`src/rtl/bpm_window_sequencer.sv`:
```
// rtl/bpm_window_sequencer.sv - heartbeat pulse counting window sequencer
//
// Synchronizes the raw heartbeat line, detects rising edges and counts them
// over a fixed window of CLK_DIV*WINDOW_SEC cycles. Each completed window
// delivers a saturated 8-bit count over a valid/ready handshake. Windows are
// single-shot or back-to-back (continuous), can be aborted with stop, and a
// sticky overrun flag reports results overwritten before acceptance.
//
// Optional feature macro: BPM_SEQ_DEBOUNCE_EN inserts a level debounce
// filter (DEBOUNCE_CYC stable cycles) between the synchronizer and the edge
// register. Without the macro every synchronized rising edge counts.
//
// Ports:
//   clk          in   rising-edge clock
//   reset        in   asynchronous active-low reset
//   start        in   begin a window (sampled in IDLE only)
//   stop         in   abort the window / continuous sequence
//   continuous   in   latched with start; repeat windows until stop
//   pulse_in     in   raw asynchronous heartbeat pulse
//   pulse_count  out  [7:0] count of the last completed window
//   count_valid  out  pulse_count holds a result not yet accepted
//   count_ready  in   downstream accepts the result
//   busy         out  high while a window is being counted
//   overrun      out  sticky: a result was overwritten before acceptance
`timescale 1ns/1ps

module bpm_window_sequencer #(
    parameter int unsigned CLK_DIV      = 1_000_000,
    parameter int unsigned WINDOW_SEC   = 10,
    parameter int unsigned DEBOUNCE_CYC = 16
) (
    input  logic       clk,
    input  logic       reset,
    input  logic       start,
    input  logic       stop,
    input  logic       continuous,
    input  logic       pulse_in,
    output logic [7:0] pulse_count,
    output logic       count_valid,
    input  logic       count_ready,
    output logic       busy,
    output logic       overrun
);

    localparam int unsigned W      = CLK_DIV * WINDOW_SEC;
    localparam int unsigned WCW    = (W > 1) ? $clog2(W) : 1;
    localparam logic [WCW-1:0] W_LAST = WCW'(W - 1);

    typedef enum logic {
        IDLE  = 1'b0,
        COUNT = 1'b1
    } state_t;

    // ------------------------------------------------------------------
    // Input path: 2-flop synchronizer, optional debounce, edge register
    // ------------------------------------------------------------------
    logic sync1;
    logic sync2;
    logic level;
    logic prev;
    logic pulse_edge;

    always_ff @(posedge clk or negedge reset) begin
        if (!reset) begin
            sync1 <= 1'b0;
            sync2 <= 1'b0;
        end else begin
            sync1 <= pulse_in;
            sync2 <= sync1;
        end
    end

`ifdef BPM_SEQ_DEBOUNCE_EN
    localparam int unsigned DCW = (DEBOUNCE_CYC > 1) ? $clog2(DEBOUNCE_CYC) : 1;
    localparam logic [DCW-1:0] DEB_LAST = DCW'(DEBOUNCE_CYC - 1);

    logic [DCW-1:0] deb_cnt;
    logic           deb_level;

    // The filtered level follows sync2 only after sync2 has disagreed with
    // it for DEBOUNCE_CYC consecutive cycles; any agreement restarts the run.
    always_ff @(posedge clk or negedge reset) begin
        if (!reset) begin
            deb_cnt   <= '0;
            deb_level <= 1'b0;
        end else if (sync2 != deb_level) begin
            if (deb_cnt == DEB_LAST) begin
                deb_level <= sync2;
                deb_cnt   <= '0;
            end else begin
                deb_cnt <= deb_cnt + 1'b1;
            end
        end else begin
            deb_cnt <= '0;
        end
    end

    assign level = deb_level;
`else
    assign level = sync2;
`endif

    always_ff @(posedge clk or negedge reset) begin
        if (!reset) begin
            prev <= 1'b0;
        end else begin
            prev <= level;
        end
    end

    assign pulse_edge = level & ~prev;

    // ------------------------------------------------------------------
    // Accumulator next value: saturates at 255 instead of wrapping
    // ------------------------------------------------------------------
    logic [7:0] acc;
    logic [7:0] acc_next;

    always_comb begin
        acc_next = acc;
        if (pulse_edge && (acc != 8'hFF)) begin
            acc_next = acc + 8'd1;
        end
    end

    // ------------------------------------------------------------------
    // Window FSM with registered outputs
    // ------------------------------------------------------------------
    state_t         state;
    logic [WCW-1:0] wcnt;
    logic           cont_lat;

    always_ff @(posedge clk or negedge reset) begin
        if (!reset) begin
            state       <= IDLE;
            wcnt        <= '0;
            acc         <= '0;
            cont_lat    <= 1'b0;
            pulse_count <= '0;
            count_valid <= 1'b0;
            busy        <= 1'b0;
            overrun     <= 1'b0;
        end else begin
            // Handshake retires the result; a window ending in this same
            // cycle re-asserts count_valid below (last assignment wins).
            if (count_valid && count_ready) begin
                count_valid <= 1'b0;
            end

            case (state)
                IDLE: begin
                    if (start && !stop) begin
                        state    <= COUNT;
                        busy     <= 1'b1;
                        wcnt     <= '0;
                        acc      <= '0;
                        cont_lat <= continuous;
                        overrun  <= 1'b0;
                    end
                end

                COUNT: begin
                    if (stop) begin
                        // Abort wins over a coincident window end; the
                        // partial count is discarded.
                        state <= IDLE;
                        busy  <= 1'b0;
                        wcnt  <= '0;
                        acc   <= '0;
                    end else if (wcnt == W_LAST) begin
                        // acc_next folds in an edge detected on the final
                        // cycle so nothing is lost at the boundary.
                        pulse_count <= acc_next;
                        count_valid <= 1'b1;
                        if (count_valid && !count_ready) begin
                            overrun <= 1'b1;
                        end
                        if (cont_lat) begin
                            wcnt <= '0;
                            acc  <= '0;
                        end else begin
                            state <= IDLE;
                            busy  <= 1'b0;
                        end
                    end else begin
                        wcnt <= wcnt + 1'b1;
                        acc  <= acc_next;
                    end
                end

                default: begin
                    state <= IDLE;
                    busy  <= 1'b0;
                end
            endcase
        end
    end

endmodule
```
`config.mk`:
```
export PLATFORM = sky130hd
export DESIGN_NAME = bpm_window_sequencer
export DESIGN_NICKNAME = d
export VERILOG_FILES = /design/src/rtl/bpm_window_sequencer.sv
export SDC_FILE = /design/constraint.sdc
export NUM_CORES = 1
export LEC_CHECK = 0
export ABC_AREA = 1
export CORE_MARGIN = 4
export CORE_UTILIZATION = 50
export DETAILED_ROUTE_END_ITERATION = 8
export GPL_TIMING_DRIVEN = 0
export PLACE_DENSITY = 0.65
export SLEW_MARGIN = 5
export SYNTH_ARGS = -nofsm -noshare
export SYNTH_HDL_FRONTEND = slang
export SYNTH_SLANG_ARGS = --single-unit
```
`constraint.sdc`:
```
create_clock -name clk -period 2.1 [get_ports clk]
set_input_delay 0.42 -clock clk [delete_from_list [all_inputs] [get_ports clk]]
set_output_delay 0.42 -clock clk [all_outputs]
set_load 0.1 [all_outputs]
```
# Yosys cells after proc, flatten, opt, wreduce, memory -nomap -nowiden
# Cells that the tools add are included.
# op_classes
addsub	2
eq_ne	9
mux	30
n_bitwise	4
n_reduce_logical	11
# ops
cell	n
2-to-1 mux 24 bit	4
case mux 24 bit (2 select lines)	1
2-to-1 mux 8 bit	5
adder 24 x 1 -> 24 bit (second input constant)	1
== test 24 bit (second input constant)	1
2-to-1 mux 1 bit	16
case mux 8 bit (2 select lines)	1
adder 8 x 1 -> 8 bit (second input constant)	1
!= test 8 bit (second input constant)	1
case mux 1 bit (2 select lines)	3
AND reduction 3 bit	2
logical AND 1 bit	4
!= test 2 x 1 -> 1 bit (second input constant)	2
!= test 2 bit (second input constant)	2
!= test 4 bit (second input constant)	1
AND reduction 2 bit	2
AND reduction 4 bit	1
!= test 3 x 2 -> 1 bit (second input constant)	1
!= test 3 bit (second input constant)	1
NOT 1 bit	3
zero test 1 bit	2
AND 1 bit	1
# totals
reg_bits	48
inputBits	7
wordCells	67

# Logic depth before layout (Yosys ltp)
# logic_depth
depth_word	7
ltp_mapped	11
ltp_nobuf	10

# Least setup slack after synthesis
# Ideal clock, no wire load.
# synth_path
path_kind	register to register
start	register wcnt[0]
end	register wcnt[12]
t_arrival_ps	1387
slack_ps	596
path_stages_with_launch	12
n_path_buf	1
cell_sequence	dfrtp_1 > ha_1 > nand2_2 > nor2_4 > nand2_2 > nor2_4 > nand2_1 > nand2_2 > inv_4 > buf_6 > nand2_1 > nand2_1
# synth_via
elab_chain_len	4
elab_cells_between_ends	7
classes_between	1 x add/sub; 2 x eq/ne; 3 x mux; 1 x reduce/logical
# synth_rtl
item	line	rtl
from (decl)	130	logic [WCW-1:0] wcnt;
from (signal assigned)	186	wcnt <= wcnt + 1'b1;
adder 24 x 1 -> 24 bit or == test 24 bit (tied branches)	186, 170	
2-to-1 mux 24 bit	170	end else if (wcnt == W_LAST) begin
2-to-1 mux 24 bit	163	if (stop) begin
case mux 24 bit (2 select lines)	150	case (state)
# Parallel ways exist; a longest one is shown, timed or not.
# A chain may end at the register's enable or synchronous reset.

# Worst setup path in the final report
# layout_path
start	register pulse_count[3]
end	output port pulse_count[3]
# layout_rtl
item	line	rtl
from (decl)	38	output logic [7:0] pulse_count,
from (signal assigned)	173	pulse_count <= acc_next;
# No word-level cell between the ends.

==> flow_summary_export.csv <==
group,metric,value,unit
synth,netlist_instances,380,
final_layout,reg.largest.list,"wcnt: 24 flops, acc: 8 flops, pulse_count: 8 flops",
clock_network,h-tree-depth,2,
final_layout,syn2layout_area_growth,13.0,%
route,drt_first_pass_iters,5,
sta,finalSetupTns,0,ns
placed_design,gp_congestion,0.877,
critical_path,critPathLaunchType,"flip-flop",
floorplan,io_pins,18,
power,peakVddDrop,0.000288,V
sta,whs,0.0966,ns
floorplan,initial_core_util,0.526,
route,first_iter_violations,116,
final_layout,layout-drive-gt1-share,0.0985,
floorplan,dieArea,0.00672,mm2
global_routing,grt_first_pass_wirelength,10100,um
floorplan,rows,26,
route,top_layer_used,"met4",
sta,fin_ws,0.159,ns
critical_path,path_max_fanout,2,
min_path,hold_class,"input port to asynchronous set/reset pin",
route,wl_met3,213,um
floorplan,die_h,82.0,um
route,routed-wl-met2,2360,um
final_layout,fin_cells,476,
power,seqPwrFrac,0.549,
global_routing,antenna_found_initial,0,
placed_design,place_ws,0.213,ns
synth,ys_ff_latch,48,
critical_path,crit_path_max_incr_delay,0.86,ns
floorplan,design.core.area,0.00520,mm2
critical_path,crit_buf_inv,1,
placed_design,portBuffers,17,
power,swShare,0.272,
global_routing,overflow,0,
critical_path,crit_chain,"dlygate4sd2_1",
clock_network,clk_path_buf_depth,2,
sta,period_share,0.924,
clock_network,post-cts-setup-buffer-count,0,
final_layout,largest_reg_flops,24,
sta,rsz0062_at_grt,"false",
power,p_switching,0.000475,W
job,maxCapViolCount,0,
synth,yosysWarnings,0,
floorplan,die_x,82.0,um
synth,syn_nets,389,
sta,setup_viol,0,
clock_network,cts_tree,"built",
route,wl_per_cell,11.9,um
synth,ys_types,26,
final_layout,final_nets,414,
clock_network,root_buffer,"clkbuf_8",
sta,finalMaxSlewViolations,0,
critical_path,cp.required,1.68,ns
power,p_int,0.00127,W
critical_path,path_delay_family,"buffers and inverters",
final_layout,final_common_cell,"nand2_1",
run_status,status,"completed",
placed_design,dp_cells,468,
power,clkPwrFrac,0.342,
critical_path,critPathKind,"flip-flop to output port",
sta,max_freq,0.515,GHz
synth,synthMuxAreaShare,0,
sta,tightest_slew,0.956,ns
route,remaining_drc_errors,0,
global_routing,grt_util_all_layers,0.194,
synth,synth_adder_area_share,0.00914,
sta,hold_viol,0,
global_routing,grt_max_degree,26,
power,leakage,1.57,nW
final_layout,n_antenna_cell,0,
synth,synth_compound_area_frac,0.0238,
clock_network,worstSkewPairLatency,0.30,ns
global_routing,grt_pass1_vias,2132,
synth,syn_area,0.00274,mm2
power,comb_power_share,0.109,
critical_path,slowest_stage,"dlygate4sd2_1",
sta,skew,0.00487,ns
synth,syn_area_per_cell,7.20,um2
clock_network,cts.reportedPaths.clkPinSlew,0.09,ns
clock_network,cts_buffers,5,
critical_path,timing.rr.start,"wcnt[0]",
synth,yosys.area_share.simple,0.421,
synth,synth_xor_area_frac,0.0384,
final_layout,regMostFlops,"wcnt",
power,power_density,564,mW/mm2
clock_network,cts.sinks,48,
sta,layout_min_cycle_time,1.94,ns
route,drt.antenna.violating_nets,0,
route,vias,2341,
sta,slew_headroom,0.365,
synth,synth_top_family_by_area,"simple AND/OR/NAND/NOR gates",
route,wirelength,5650,um
critical_path,end_kind,"output port",
critical_path,worstPathArrival,1.52,ns
critical_path,critPathLaunch,"pulse_count[3]",
route,via_per_inst,4.92,
route,m1WireLength,2990,um
final_layout,layout_common_cells,"177 x nand2_1, 48 x dfrtp_1, 30 x inv_1",
synth,ys_seq_area_frac,0.439,
placed_design,dp_hpwl,4210,um
final_layout,final_core_util,0.594,
final timing paths:
path,to,slack [ns],depth (start not counted)
worst max-delay path,pulse_count[3],0.16,1
worst min-delay path,wcnt[3],0.1,1
worst max register to register,acc[5],0.33,11
worst min register to register,level,0.36,0
max in group asynchronous,acc[2],1.48,2
min in group clk,level,0.36,0
layer usage:
metal	GRT usage	vias to the layer above
li1	-	1223
met1	0.285	1074
met2	0.291	38
met3	0.0307	6
met4	0.0631	0
met5	0	-
metrics by stage:
step           total power (W)  area (um2)
5_1_grt                0.00183        3090
3_5_place_dp           0.00117        3010
2_1_floorplan          0.00110        2740
3_3_place_gp           0.00117        3000
6_report               0.00175        3090
4_1_cts                0.00177        3090
power groups by stage:
stage | logic (W) | clock network [W] | registers [W]
6_report | 0.000190 | 0.000597 | 0.000959
3_3_place_gp | 0.000190 | 0 | 0.000978
5_1_grt | 0.000211 | 0.000653 | 0.000963
4_1_cts | 0.000194 | 0.000620 | 0.000959
3_5_place_dp | 0.000197 | 0 | 0.000978
2_1_floorplan | 0.0000920 | 0 | 0.00101
layout make-up:
| cell class | count | area, um2 |
|---|---|---|
| Sequential cell | 48 | 1200 |
| Clock buffer | 6 | 82.6 |
| Buffer | 7 | 66.3 |
| Tap cell | 70 | 87.6 |
| Multi-Input combinational cell | 293 | 1350 |
| Clock inverter | 2 | 15.0 |
| Inverter | 32 | 123 |
| Fill cell | 501 | 2110 |
| Timing Repair Buffer | 18 | 171 |
cell usage after synthesis:
cell type | number | area share
nand2_1 | 177 | 0.24
dfrtp_1 | 48 | 0.44
inv_1 | 30 | 0.041
nand3_1 | 28 | 0.051
nor2_1 | 28 | 0.038
xor2_1 | 10 | 0.032
o21ai_0 | 8 | 0.015
nand2_2 | 6 | 0.014
nand3_2 | 6 | 0.022
buf_6 | 5 | 0.021
nand4_1 | 4 | 0.0091
nor2_2 | 4 | 0.0091
nor3_1 | 4 | 0.0073
or2_2 | 4 | 0.0091
buf_2 | 2 | 0.0037
ha_1 | 2 | 0.0091
nand3b_1 | 2 | 0.0055
nor2_4 | 2 | 0.0082
or2_1 | 2 | 0.0046
xnor2_1 | 2 | 0.0064
a21boi_0 | 1 | 0.0027
a21oi_1 | 1 | 0.0018
clkinv_1 | 1 | 0.0014
inv_4 | 1 | 0.0023
o21ai_1 | 1 | 0.0018
o21bai_1 | 1 | 0.0027
timing repair:
action                     4_1_cts  5_1_grt
setup endpoints to repair       11        0
gates resized for setup         11        0
hold buffers                     0        0
logic make-up after synthesis:
group	count (synthesis)
and+or+nand+nor	267
DFF	48
buffers and inverters	39
AOI/OAI and AO/OA	12
xor gates and xnor gates	12
adders and majority gates	2
No activity file was read; power rests on OpenSTA's default activity.
